File: config.mk
export PLATFORM = sky130hd
export DESIGN_NAME = block_carry_expand_pipe
export DESIGN_NICKNAME = d
export VERILOG_FILES = /design/src/rtl/tree_adder_pkg.sv /design/src/rtl/carry_expand_cell.sv /design/src/rtl/group_gp_cell.sv /design/src/rtl/block_carry_expand_pipe.sv
export SDC_FILE = /design/constraint.sdc
export NUM_CORES = 1
export LEC_CHECK = 0
export BUFFER_PORTS_ARGS = -buffer_cell sky130_fd_sc_hd__buf_2
export CAP_MARGIN = 0
export CORE_ASPECT_RATIO = 2
export CORE_MARGIN = 1
export CORE_UTILIZATION = 45
export DETAILED_ROUTE_END_ITERATION = 12
export PLACE_DENSITY = 0.77
export SLEW_MARGIN = 40
export SYNTH_ARGS = -nofsm -noshare
export SYNTH_HDL_FRONTEND = slang
export SYNTH_SLANG_ARGS = --single-unit
File: constraint.sdc
create_clock -name clk -period 3.05 [get_ports clk]
set_clock_uncertainty 0.05 [all_clocks]
set_input_delay 0.61 -clock clk [delete_from_list [all_inputs] [get_ports clk]]
set_output_delay 0.61 -clock clk [all_outputs]
set_load 0.03 [all_outputs]
File: src/rtl/tree_adder_pkg.sv
// Shared definitions for the tree-adder back end: block count, the
// WIDTH/CELL_WIDTH legality check, and a stage-valid record.
package tree_adder_pkg;

    localparam int WIDTH_DEF      = 16;
    localparam int CELL_WIDTH_DEF = 4;
    localparam int NB             = WIDTH_DEF / CELL_WIDTH_DEF;

    // True when the operand width splits into whole blocks of CELL_WIDTH bits
    function automatic bit width_ok(input int w, input int c);
        return (c >= 1) && (w >= c) && ((w % c) == 0);
    endfunction

    // Occupancy of the three pipeline stages
    typedef struct packed {
        logic v1;
        logic v2;
        logic v3;
    } stage_valid_t;

endpackage

File: src/rtl/carry_expand_cell.sv
// Carry expansion cell: given the carry into a block, recover every
// per-bit carry of that block (inverse of the group cell).
module carry_expand_cell #(
    parameter int CELL_WIDTH = 4
) (
    input  logic                  i_c_in,
    input  logic [CELL_WIDTH-1:0] i_g,
    input  logic [CELL_WIDTH-1:0] i_p,
    output logic [CELL_WIDTH:0]   o_c
);

    // c[0] is the block carry-in; each next carry follows g | p&c
    always_comb begin
        o_c    = '0;
        o_c[0] = i_c_in;
        for (int i = 0; i < CELL_WIDTH; i++) begin
            o_c[i+1] = i_g[i] | (i_p[i] & o_c[i]);
        end
    end

endmodule

File: src/rtl/group_gp_cell.sv
// Group cell: reduces per-bit g/p of one block to block generate/propagate.
module group_gp_cell #(
    parameter int CELL_WIDTH = 4
) (
    input  logic [CELL_WIDTH-1:0] i_g,
    input  logic [CELL_WIDTH-1:0] i_p,
    output logic                  o_gg,
    output logic                  o_gp
);

    // Ripple the group terms from LSB upward; g dominates when g=p=1
    always_comb begin
        o_gg = 1'b0;
        o_gp = 1'b1;
        for (int i = 0; i < CELL_WIDTH; i++) begin
            o_gg = i_g[i] | (i_p[i] & o_gg);
            o_gp = o_gp & i_p[i];
        end
    end

endmodule

File: src/rtl/block_carry_expand_pipe.sv
// Tree-adder back end: S1 block g/p reduction, S2 block carry resolution,
// S3 per-bit carry expansion and sum/cout. Valid/ready at both ends with a
// combinational ready chain so a full pipe still moves one operand per cycle.
module block_carry_expand_pipe
    import tree_adder_pkg::*;
#(
    parameter int WIDTH      = 16,
    parameter int CELL_WIDTH = 4
) (
    input  logic             clk,
    input  logic             rst_n,
    input  logic             in_valid,
    output logic             in_ready,
    input  logic [WIDTH-1:0] in_g,
    input  logic [WIDTH-1:0] in_p,
    input  logic             in_cin,
    output logic             out_valid,
    input  logic             out_ready,
    output logic [WIDTH-1:0] out_sum,
    output logic             out_cout
);

    localparam int NBLK = WIDTH / CELL_WIDTH;

    if (!width_ok(WIDTH, CELL_WIDTH)) begin : g_bad_width
        $error("block_carry_expand_pipe: WIDTH must be a positive multiple of CELL_WIDTH");
    end

    stage_valid_t r_vld;

    // stage-1 registers
    logic [NBLK-1:0]  r1_gg, r1_gp;
    logic [WIDTH-1:0] r1_g, r1_p;
    logic             r1_cin;
    // stage-2 registers
    logic [NBLK:0]    r2_c;
    logic [WIDTH-1:0] r2_g, r2_p;

    logic             w_rdy2, w_rdy3;
    logic [NBLK-1:0]  w_gg, w_gp;
    logic [NBLK:0]    w_blk_c;
    logic [NBLK-1:0][CELL_WIDTH:0] w_cell_c;
    logic [WIDTH-1:0] w_sum;

    // A stage may load when it is empty or its successor takes its content
    assign w_rdy3   = !r_vld.v3 | out_ready;
    assign w_rdy2   = !r_vld.v2 | w_rdy3;
    assign in_ready = !r_vld.v1 | w_rdy2;
    assign out_valid = r_vld.v3;

    // S1 combinational: block generate/propagate from the raw bits
    for (genvar k = 0; k < NBLK; k++) begin : g_grp
        group_gp_cell #(.CELL_WIDTH(CELL_WIDTH)) u_grp (
            .i_g  (in_g[k*CELL_WIDTH +: CELL_WIDTH]),
            .i_p  (in_p[k*CELL_WIDTH +: CELL_WIDTH]),
            .o_gg (w_gg[k]),
            .o_gp (w_gp[k])
        );
    end

    // S2 combinational: ripple the carry across blocks
    always_comb begin
        w_blk_c    = '0;
        w_blk_c[0] = r1_cin;
        for (int k = 0; k < NBLK; k++) begin
            w_blk_c[k+1] = r1_gg[k] | (r1_gp[k] & w_blk_c[k]);
        end
    end

    // S3 combinational: expand each block carry back to per-bit carries
    for (genvar k = 0; k < NBLK; k++) begin : g_exp
        carry_expand_cell #(.CELL_WIDTH(CELL_WIDTH)) u_exp (
            .i_c_in (r2_c[k]),
            .i_g    (r2_g[k*CELL_WIDTH +: CELL_WIDTH]),
            .i_p    (r2_p[k*CELL_WIDTH +: CELL_WIDTH]),
            .o_c    (w_cell_c[k])
        );
        assign w_sum[k*CELL_WIDTH +: CELL_WIDTH] =
            r2_p[k*CELL_WIDTH +: CELL_WIDTH] ^ w_cell_c[k][CELL_WIDTH-1:0];
    end

    // Stage 1: capture operand and its block g/p
    always_ff @(posedge clk or negedge rst_n) begin
        if (!rst_n) begin
            r_vld.v1 <= 1'b0;
            r1_gg    <= '0;
            r1_gp    <= '0;
            r1_g     <= '0;
            r1_p     <= '0;
            r1_cin   <= 1'b0;
        end else if (in_ready) begin
            r_vld.v1 <= in_valid;
            if (in_valid) begin
                r1_gg  <= w_gg;
                r1_gp  <= w_gp;
                r1_g   <= in_g;
                r1_p   <= in_p;
                r1_cin <= in_cin;
            end
        end
    end

    // Stage 2: register resolved block carries, forward raw g/p
    always_ff @(posedge clk or negedge rst_n) begin
        if (!rst_n) begin
            r_vld.v2 <= 1'b0;
            r2_c     <= '0;
            r2_g     <= '0;
            r2_p     <= '0;
        end else if (w_rdy2) begin
            r_vld.v2 <= r_vld.v1;
            if (r_vld.v1) begin
                r2_c <= w_blk_c;
                r2_g <= r1_g;
                r2_p <= r1_p;
            end
        end
    end

    // Stage 3: register sum/cout; held while the consumer stalls
    always_ff @(posedge clk or negedge rst_n) begin
        if (!rst_n) begin
            r_vld.v3 <= 1'b0;
            out_sum  <= '0;
            out_cout <= 1'b0;
        end else if (w_rdy3) begin
            r_vld.v3 <= r_vld.v2;
            if (r_vld.v2) begin
                out_sum  <= w_sum;
                out_cout <= w_cell_c[NBLK-1][CELL_WIDTH];
            end
        end
    end

endmodule

==> results of run 1 <==
## logic make-up (layout without fill, tap and decap cells)
family | after synthesis | after routing | share of synthesized area [%]
compound gates | 14 | 14 | 2.36
xor+xnor | 3 | 3 | 0.680
mux | 85 | 85 | 27.3
simple gates | 27 | 27 | 4.66
flops | 89 | 89 | 57.6
buf+inv | 12 | 76 | 3.20
fa+ha+maj | 13 | 13 | 4.21
## area by class of cell
cell class              instances  area [µm²]
fillers                       679        3790
flip-flops and latches         89        2230
multi-input cells             142        1520
repair buffers                 56         298
clock buffers                  12         246
well taps                      98         123
clock inverters                 3        65.1
inverters                       5        18.8
## layer usage
| layer | global-route usage [%] | vias up | part of all wire [%] |
|---|---|---|---|
| li1 | - | 979 | - |
| met2 | 27.8 | 41 | 55 |
| met5 | 0 | - | 0 |
| met4 | 9.34 | 0 | 2.1 |
| met3 | 3.71 | 13 | 3.3 |
| met1 | 19.6 | 1108 | 40 |
## worst min path at each step
stage               depth (start not counted)  slack, ns  startpoint          end
detailed placement                          1       0.44     r2_g[0]      r2_g[0]
finish                                      1       0.21       rst_n     r1_p[11]
CTS                                         1       0.23       rst_n  out_sum[11]
floorplan                                   0       0.26       rst_n     out_cout
global route                                1       0.25       rst_n     r1_p[11]
global placement                            1       0.43     r2_g[9]      r2_g[9]
## through the flow
| stage | area [µm²] | setup slack, ns |
|---|---|---|
| 3_5_place_dp | 4180 | 0.550 |
| 4_1_cts | 4490 | 0.519 |
| 3_3_place_gp | 4180 | 0.572 |
| 6_report | 4500 | 0.543 |
| 5_1_grt | 4500 | 0.453 |
| 2_1_floorplan | 3860 | 0.626 |
## power breakdown
| part | internal, W | total [W] | switching [W] |
|---|---|---|---|
| logic | 0.000499 | 0.00104 | 0.000537 |
| clock network | 0.000734 | 0.00115 | 0.000420 |
| registers | 0.00149 | 0.00165 | 0.000160 |
| total | 0.00272 | 0.00384 | 0.00112 |
## sequential cells by signal (all words and copies together), names as in the netlist
register   count
r_vld          2
r1_p          16
r1_gp          3
out_valid      1
r1_g          13
r2_g          13
r1_gg          3
out_cout       1
r1_cin         1
r2_p          16
out_sum       16
r2_c           4
## cell usage after synthesis (all sizes together)
master	n
o31ai	1
o21ai	3
buf	7
a211oi	4
nand4	3
or2	9
nand4b	1
a21oi	2
dfrtp	89
nand2b	2
xnor2	3
nand2	3
o21bai	3
mux2	81
a31oi	1
inv	5
nor2	6
nand3b	1
ha	13
mux2i	4
or2b	2
## critical path: stages, from the launching register on
cell	delay, ns
dfrtp_1	0.38
ha_1	0.19
or2_2	0.29
ha_1	0.19
or2_2	0.29
ha_1	0.19
or2_2	0.27
ha_1	0.29
mux2_2	0.26
==> results.md, run 1 <==
- Gr usage total: 16.9%
- CP Launch Type: flip-flop
- Max Buffers Root-to-Sink: 2
- Starting density of the core: 46.6%
- Post-Syn Area: 0.00386 mm²
- Hold-fix buffers, CTS: 0
- Core ar.: 0.00829 mm²
- VDD IR-drop max: 0.000375 V
- Row Count: 47
- Clock root cell: clkbuf_16
- Final setup fails: 0
- DR pass1 iterations: 4
- Peak Freq: 0.399 GHz
- Status: finished clean
- Most frequent cells in the layout: dfrtp_1 (89), mux2_2 (54), buf_2 (54), mux2_4 (27), ha_1 (13)
- Gr ovfl total: 0
- Clock sinks: 89
- Worst skew pair latency: 0.34 ns
- Crit share post-route: 82.2%
- End of the critical path: out_sum[15]
- Largest net degree at the start of global routing: 47
- Gp weighted congestion: 0.760
- Die area: 0.00899 mm²
- Yosys top cell by area: dfrtp_1
- Post-synthesis cell count: 243
- Worst Path Max Fanout: 2
- Dpl cells: 390
- Vias in the first global route: 2210
- R2r endpoint: out_sum[15]
- Min Tclk post-route: 2.51 ns
- DRT iter0 DRCs: 88
- Worst Setup SP: r2_p[12]
- Via count: 2141
- Design Power: 0.00384 W
- Via-to-Cell Ratio: 5.29
- Antenna Diode Count: 0
- Reg-to-reg slack, setup: 0.54 ns
- Clock buffer count from CTS: 9
- Reg2Reg Depth: 8
- Sequential area share after synthesis: 57.6%
- Worst-path clk slew: 0.06 ns
- Htree depth: 3
- Post-Syn Nets: 293
- Seq cells post-synth: 89
- Final hold slack: 0.211 ns
- RSZ-0062 raised after global routing: false
- Final Util: 54.2%
- Share of cells above drive strength 1: 53.1%
- Top cell type's share of synthesized area: 57.6%
- Die Span Y: 133 µm
- WP data arrival: 2.68 ns
- Min-Delay Path Class: in -> async
- Port bufs: 55
- First-pass GRT wire length: 10800 µm
- NumNets Final: 353
- Final Max Slew Viols: 0
- Max-slew headroom: 54.8%
- Post-Syn Area per Cell: 15.9 µm²
- # IOs: 56
- Fin cells: 405
- Area Overhead vs Synth: 16.3%
- Post-DP HPWL: 4510 µm
- Horiz. Die Dim: 67.5 µm
- YS warnings: 0
- Number of post-CTS setup repair buffers: 0
- Worst EP required: 3.22 ns
- Setup Total Neg Slack: 0 ns
- Residual DRC count: 0
- PwrDens: 854 mW/mm²
- CP endpoint kind: flip-flop
- CTS resizes: 0
- Leak pwr: 2.11 nW
- Mean routed wirelength per cell: 16.3 µm
- Worst flop-to-flop path startpoint: r2_p[12]
- Initial antenna violation count: 0
- Synth area leaders: dfrtp_1 (58%), mux2_2 (16%), mux2_4 (10%), ha_1 (4.2%), buf_12 (1.6%)
- DRT Wirelength: 6600 µm
- Commonest non-fill, non-tap cell in the layout: dfrtp_1
- Worst Tran Pin Value: 0.678 ns
- Hold Violations, Final: 0
- CTS tree: done
- Critical path type: reg -> reg
- Max Cap Violations: 0
- Yosys cell types: 24
- Final ANT Viol Nets: 0
Note: power is estimated with default switching activity, not from simulation.
==> inputs of run 2 (changes only) <==
--- a/config.mk
+++ b/config.mk
@@ -11,7 +11,7 @@
 export CORE_MARGIN = 1
 export CORE_UTILIZATION = 45
 export DETAILED_ROUTE_END_ITERATION = 12
-export PLACE_DENSITY = 0.77
+export PLACE_DENSITY = 0.8
 export SLEW_MARGIN = 40
 export SYNTH_ARGS = -nofsm -noshare
 export SYNTH_HDL_FRONTEND = slang
==> constraint.sdc (replaced) <==
create_clock -name clk -period 2 [get_ports clk]
set_clock_uncertainty 0.05 [all_clocks]
set_input_delay 0.4 -clock clk [delete_from_list [all_inputs] [get_ports clk]]
set_output_delay 0.4 -clock clk [all_outputs]
set_load 0.03 [all_outputs]
==> results.md, run 2 (same netlist as run 1, synthesis figures left out) <==
- Post-DP HPWL: 4840 µm
- Share of cells above drive strength 1: 59.4%
- R2r endpoint: out_sum[15]
- End of the critical path: out_sum[15]
- CP cell instances: ha_2 -> or2_4 -> ha_4 -> or2_4 -> ha_4 -> or2_4 -> ha_4 -> mux2_4
- Port bufs: 55
- Worst Path Max Fanout: 2
- Final hold slack: 0.253 ns
- Horiz. Die Dim: 67.5 µm
- VDD IR-drop max: 0.000645 V
- Top Registers: out_sum x16, r1_p x16, r2_p x16
- Worst Tran Pin Value: 0.470 ns
- CP top delay family: simple AND/OR/NAND/NOR gates
- Most frequent cells in the layout: dfrtp_1 (89), buf_2 (54), mux2_2 (53), mux2_4 (28)
- # IOs: 56
- Crit share post-route: 108%
- Logic pwr share: 30.9%
- Metal-1 WL: 2630 µm
- Clock sinks: 89
- Clk pwr share: 26.6%
- Row Count: 47
- CP Launch Type: flip-flop
- Max-slew headroom: 68.6%
- DRT iter0 DRCs: 56
- Worst Setup SP: r2_c[3]
- Final setup fails: 2
- Crit path depth: 8
- Min-Delay Path Class: in -> reg
- Max Cap Violations: 0
- Dpl cells: 396
- Internal power: 0.00421 W
- NumNets Final: 363
- Antenna Diode Count: 0
- Peak Freq: 0.461 GHz
- CTS tree: done
- Gr usage total: 17.3%
- Final Max Slew Viols: 0
- Die Span Y: 133 µm
- Reg2Reg Depth: 8
- Met3 WL: 206 µm
- Worst skew pair latency: 0.33 ns
- Worst flop-to-flop path startpoint: r2_c[3]
- First-pass GRT wire length: 11200 µm
- Fin cells: 416
- PwrDens: 1270 mW/mm²
- Design Power: 0.00602 W
- Residual DRC count: 0
- Starting density of the core: 46.6%
- Largest net degree at the start of global routing: 34
- Clock buffer count from CTS: 9
- CP endpoint kind: flip-flop
- Core ar.: 0.00829 mm²
- Violated checks: negative setup slack
- Die area: 0.00899 mm²
- WL met2: 3760 µm
- Worst setup margin: -0.168 ns
- Worst EP required: 2.16 ns
- Post-place setup slack: -0.183 ns
- Area Overhead vs Synth: 22.9%
- Mean routed wirelength per cell: 16.2 µm
- DRT Wirelength: 6730 µm
- RSZ-0062 raised after global routing: true
- Clock root cell: clkbuf_16
- Reg-to-reg slack, setup: -0.17 ns
- Initial antenna violation count: 0
- Sw Pwr: 0.00181 W
- WP data arrival: 2.33 ns
- Worst-path clk slew: 0.06 ns
- Hold Violations, Final: 0
- Status: finished with violations
- Gp weighted congestion: 0.768
- Sequential share of power: 42.5%
- DR pass1 iterations: 4
- Via count: 2132
- Vias in the first global route: 2315
- Critical path type: reg -> reg
- Sw Share: 30.0%
- Commonest non-fill, non-tap cell in the layout: dfrtp_1
- Leak pwr: 2.18 nW
- Final ANT Viol Nets: 0
- Min Tclk post-route: 2.17 ns
- Via-to-Cell Ratio: 5.13
- Sum of buffers and inverters on the critical path: 0
- Top routing layer used: met4
- Gr ovfl total: 0
- Worst path max stage delay: 0.38 ns
- Htree depth: 3
- Crit-path slowest cell: dfrtp_1
- Max Buffers Root-to-Sink: 2
- Fill cell count: 677
-- run 2: area by class of cell --
| class | instances | area (µm²) | share of cell area [%] |
|---|---|---|---|
| timing repair buffer | 66 | 413 | 8.70 |
| multi-input combinational | 142 | 1670 | 35.2 |
| clock inverter | 2 | 10.0 | 0.211 |
| clock buffer | 14 | 284 | 5.98 |
| tap | 98 | 123 | 2.58 |
| sequential | 89 | 2230 | 46.9 |
| inverter | 5 | 18.8 | 0.395 |
-- run 2: worst min path at each step --
stage	start	to	slack, ns	cells after the start
2_1_floorplan	rst_n	out_cout	0.05	0
3_3_place_gp	rst_n	out_sum[8]	0.29	1
3_5_place_dp	rst_n	out_sum[10]	0.29	1
4_1_cts	in_p[14]	r1_p[14]	0.24	2
5_1_grt	in_p[13]	r1_p[13]	0.24	2
6_report	in_p[14]	r1_p[14]	0.25	2
-- run 2: worst register-to-register path: cells and delay by family, from the launching register on --
kind          cells  cell delay, ns
simple gates      3            0.69
fa+ha+maj         4            0.69
flops             1            0.38
mux               1            0.26
-- run 2: power by group through the flow --
stage / logic [W] / clock network [W] / registers [W]
after floorplan: 0.000905 / 0 / 0.00286
after CTS: 0.00184 / 0.00165 / 0.00255
after global placement: 0.00169 / 0 / 0.00254
final: 0.00186 / 0.00160 / 0.00256
after detailed placement: 0.00174 / 0 / 0.00256
after global routing: 0.00202 / 0.00174 / 0.00262
-- run 2: what timing repair did --
item	in CTS	in global routing
setup endpoints to repair	8	5
resized for setup	12	7
hold endpoints to repair	24	0
pin swaps	11	3
hold buffers	1	0
buffers inserted	2	1
-- run 2: metal layers --
layer  up-vias  global-route usage, %
li1       1009                      -
met1      1076                   19.6
met2        38                   29.2
met3         9                   4.14
met4         0                   8.51
met5         -                      0
-- run 2: metrics by stage --
stage / utilization [%] / area [µm²] / TNS (ns)
global route: 57.3 / 4750 / -0.338
global placement: 52.2 / 4330 / -0.397
detailed placement: 52.2 / 4330 / -0.583
CTS: 56.7 / 4700 / -0.185
floorplan: - / 3930 / -0.136
finish: 57.3 / 4750 / -0.197
==> inputs of run 3 (changes only) <==
--- a/config.mk
+++ b/config.mk
@@ -10,7 +10,9 @@
 export CORE_ASPECT_RATIO = 2
 export CORE_MARGIN = 1
 export CORE_UTILIZATION = 45
+export CTS_CLUSTER_SIZE = 28
 export DETAILED_ROUTE_END_ITERATION = 12
+export GPL_TIMING_DRIVEN = 0
 export PLACE_DENSITY = 0.8
 export SLEW_MARGIN = 40
 export SYNTH_ARGS = -nofsm -noshare
==> results.md, run 3 (same netlist as run 1, synthesis figures left out) <==
- Status: finished with violations
- Violated checks: negative setup slack
- Top Registers: out_sum x16, r1_p x16, r2_p x16
- Clock sinks: 89
- Worst Tran Pin Value: 0.357 ns
- Logic pwr share: 30.7%
- Gr usage total: 18.4%
- Horiz. Die Dim: 67.5 µm
- Worst EP required: 2.17 ns
- Final Util: 58.1%
- Max-slew headroom: 76.0%
- Gp weighted congestion: 0.784
- Placed Area: 0.00436 mm²
- Hold depth: 2
- DR pass1 iterations: 4
- Max Buffers Root-to-Sink: 2
- Residual DRC count: 0
- Die area: 0.00899 mm²
- Post-route cell area: 0.00482 mm²
- Largest net degree at the start of global routing: 66
- Fin cells: 416
- Dpl cells: 397
- Via-to-Cell Ratio: 5.13
- Worst setup margin: -0.171 ns
- Area of the multi-input gates: 0.00170 mm²
- Share of cells above drive strength 1: 60.4%
- DRT Wirelength: 7110 µm
- Reg-to-reg slack, setup: -0.17 ns
- Max Cap Violations: 0
- Hold Violations, Final: 0
- DRT iter0 DRCs: 42
- Worst hold start: in_p[14]
- Row Count: 47
- Sw Share: 29.8%
- CTS tree: done
- Sequential share of power: 41.6%
- VDD IR-drop max: 0.000610 V
- Core ar.: 0.00829 mm²
- Gr ovfl total: 0
- Die Span Y: 133 µm
- Starting density of the core: 46.6%
- Most frequent cells in the layout: dfrtp_1 (89), buf_2 (54), mux2_2 (53), mux2_4 (28)
- WP data arrival: 2.34 ns
- Worst Path Max Fanout: 2
- CP endpoint kind: flip-flop
- Final hold slack: 0.249 ns
- Commonest non-fill, non-tap cell in the layout: dfrtp_1
- Clock root cell: clkbuf_16
- Min Tclk post-route: 2.17 ns
- Setup Total Neg Slack: -0.206 ns
- Final setup fails: 2
- Sw Pwr: 0.00184 W
- Fill cell count: 622
- CP Launch Type: flip-flop
- R2r endpoint: out_sum[15]
- Vias in the first global route: 2343
- Internal power: 0.00433 W
- First-pass GRT wire length: 11700 µm
- Worst flop-to-flop path startpoint: r2_p[12]
- Worst-path clk slew: 0.06 ns
- Reg2Reg Depth: 8
- Antenna Diode Count: 0
- NumNets Final: 363
- Critical path type: reg -> reg
- RSZ-0062 raised after global routing: true
- Crit share post-route: 109%
- # IOs: 56
- Port bufs: 55
- Min-Delay Path Class: in -> reg
- Initial antenna violation count: 0
- Hold EP: r1_p[14]
- Area Overhead vs Synth: 24.7%
- PwrDens: 1280 mW/mm²
- Clk pwr share: 27.7%
- Final Max Slew Viols: 0
- Leak pwr: 2.20 nW
- Htree depth: 3
- Final ANT Viol Nets: 0
- Mean routed wirelength per cell: 17.1 µm
- Post-DP HPWL: 5100 µm
- Peak Freq: 0.461 GHz
- Via count: 2134
- FF+latch area: 0.00223 mm²
- Worst skew pair latency: 0.33 ns
- Clock buffer count from CTS: 9
==> run 3: worst max path at each step <==
stage / slack [ns] / endpoint / cells after the start / startpoint
finish: -0.17 / out_sum[15] / 8 / r2_p[12]
global route: -0.22 / out_sum[15] / 8 / r2_p[12]
CTS: -0.18 / out_sum[15] / 8 / r2_p[12]
detailed placement: -0.20 / out_sum[15] / 8 / r2_c[3]
global placement: -0.20 / out_sum[3] / 1 / rst_n
floorplan: -0.14 / out_sum[15] / 8 / r2_c[3]
==> run 3: power by group through the flow <==
stage	clock network (W)	logic, W	registers (W)
2_1_floorplan	0	0.000905	0.00286
3_3_place_gp	0	0.00168	0.00254
3_5_place_dp	0	0.00175	0.00257
4_1_cts	0.00174	0.00192	0.00256
5_1_grt	0.00182	0.00205	0.00263
6_report	0.00171	0.00189	0.00256
==> run 3: final cells by class <==
type	count	share of cell area, %
sequential	89	46.2
multi-input combinational	142	35.3
inverter	5	0.389
tap	98	2.54
clock inverter	2	0.727
timing repair buffer	59	6.93
clock buffer	14	5.69
buffer	7	2.18
==> run 3: stage by stage <==
stage | worst slack [ns] | power (W)
after floorplan | -0.136 | 0.00377
after global placement | -0.203 | 0.00422
after detailed placement | -0.205 | 0.00431
after CTS | -0.183 | 0.00622
after global routing | -0.215 | 0.00650
final | -0.171 | 0.00616
==> run 3: critical path, cell delays in order (launching register included) <==
cell and delay, ns:
dfrtp_1 0.38, ha_2 0.18, or2_4 0.23, ha_4 0.15, or2_4 0.23, ha_4 0.15, or2_4 0.23, ha_4 0.20
mux2_4 0.25
==> run 3: repair_timing <==
item                                    4_1_cts  5_1_grt
hold buffers                                  1        0
setup buffers                                 2        0
pin swaps                                    14        3
endpoints found under the hold margin        24        0
endpoints found under the setup margin        8        4
resized for setup                            21        3
==> run 3: routing by layer <==
layer	share of wire, %	global-route usage [%]	up-vias
li1	-	-	1005
met1	39	21.5	1073
met2	56	30.1	42
met3	2.6	3.97	14
met4	2.5	9.93	0
met5	0	0	-
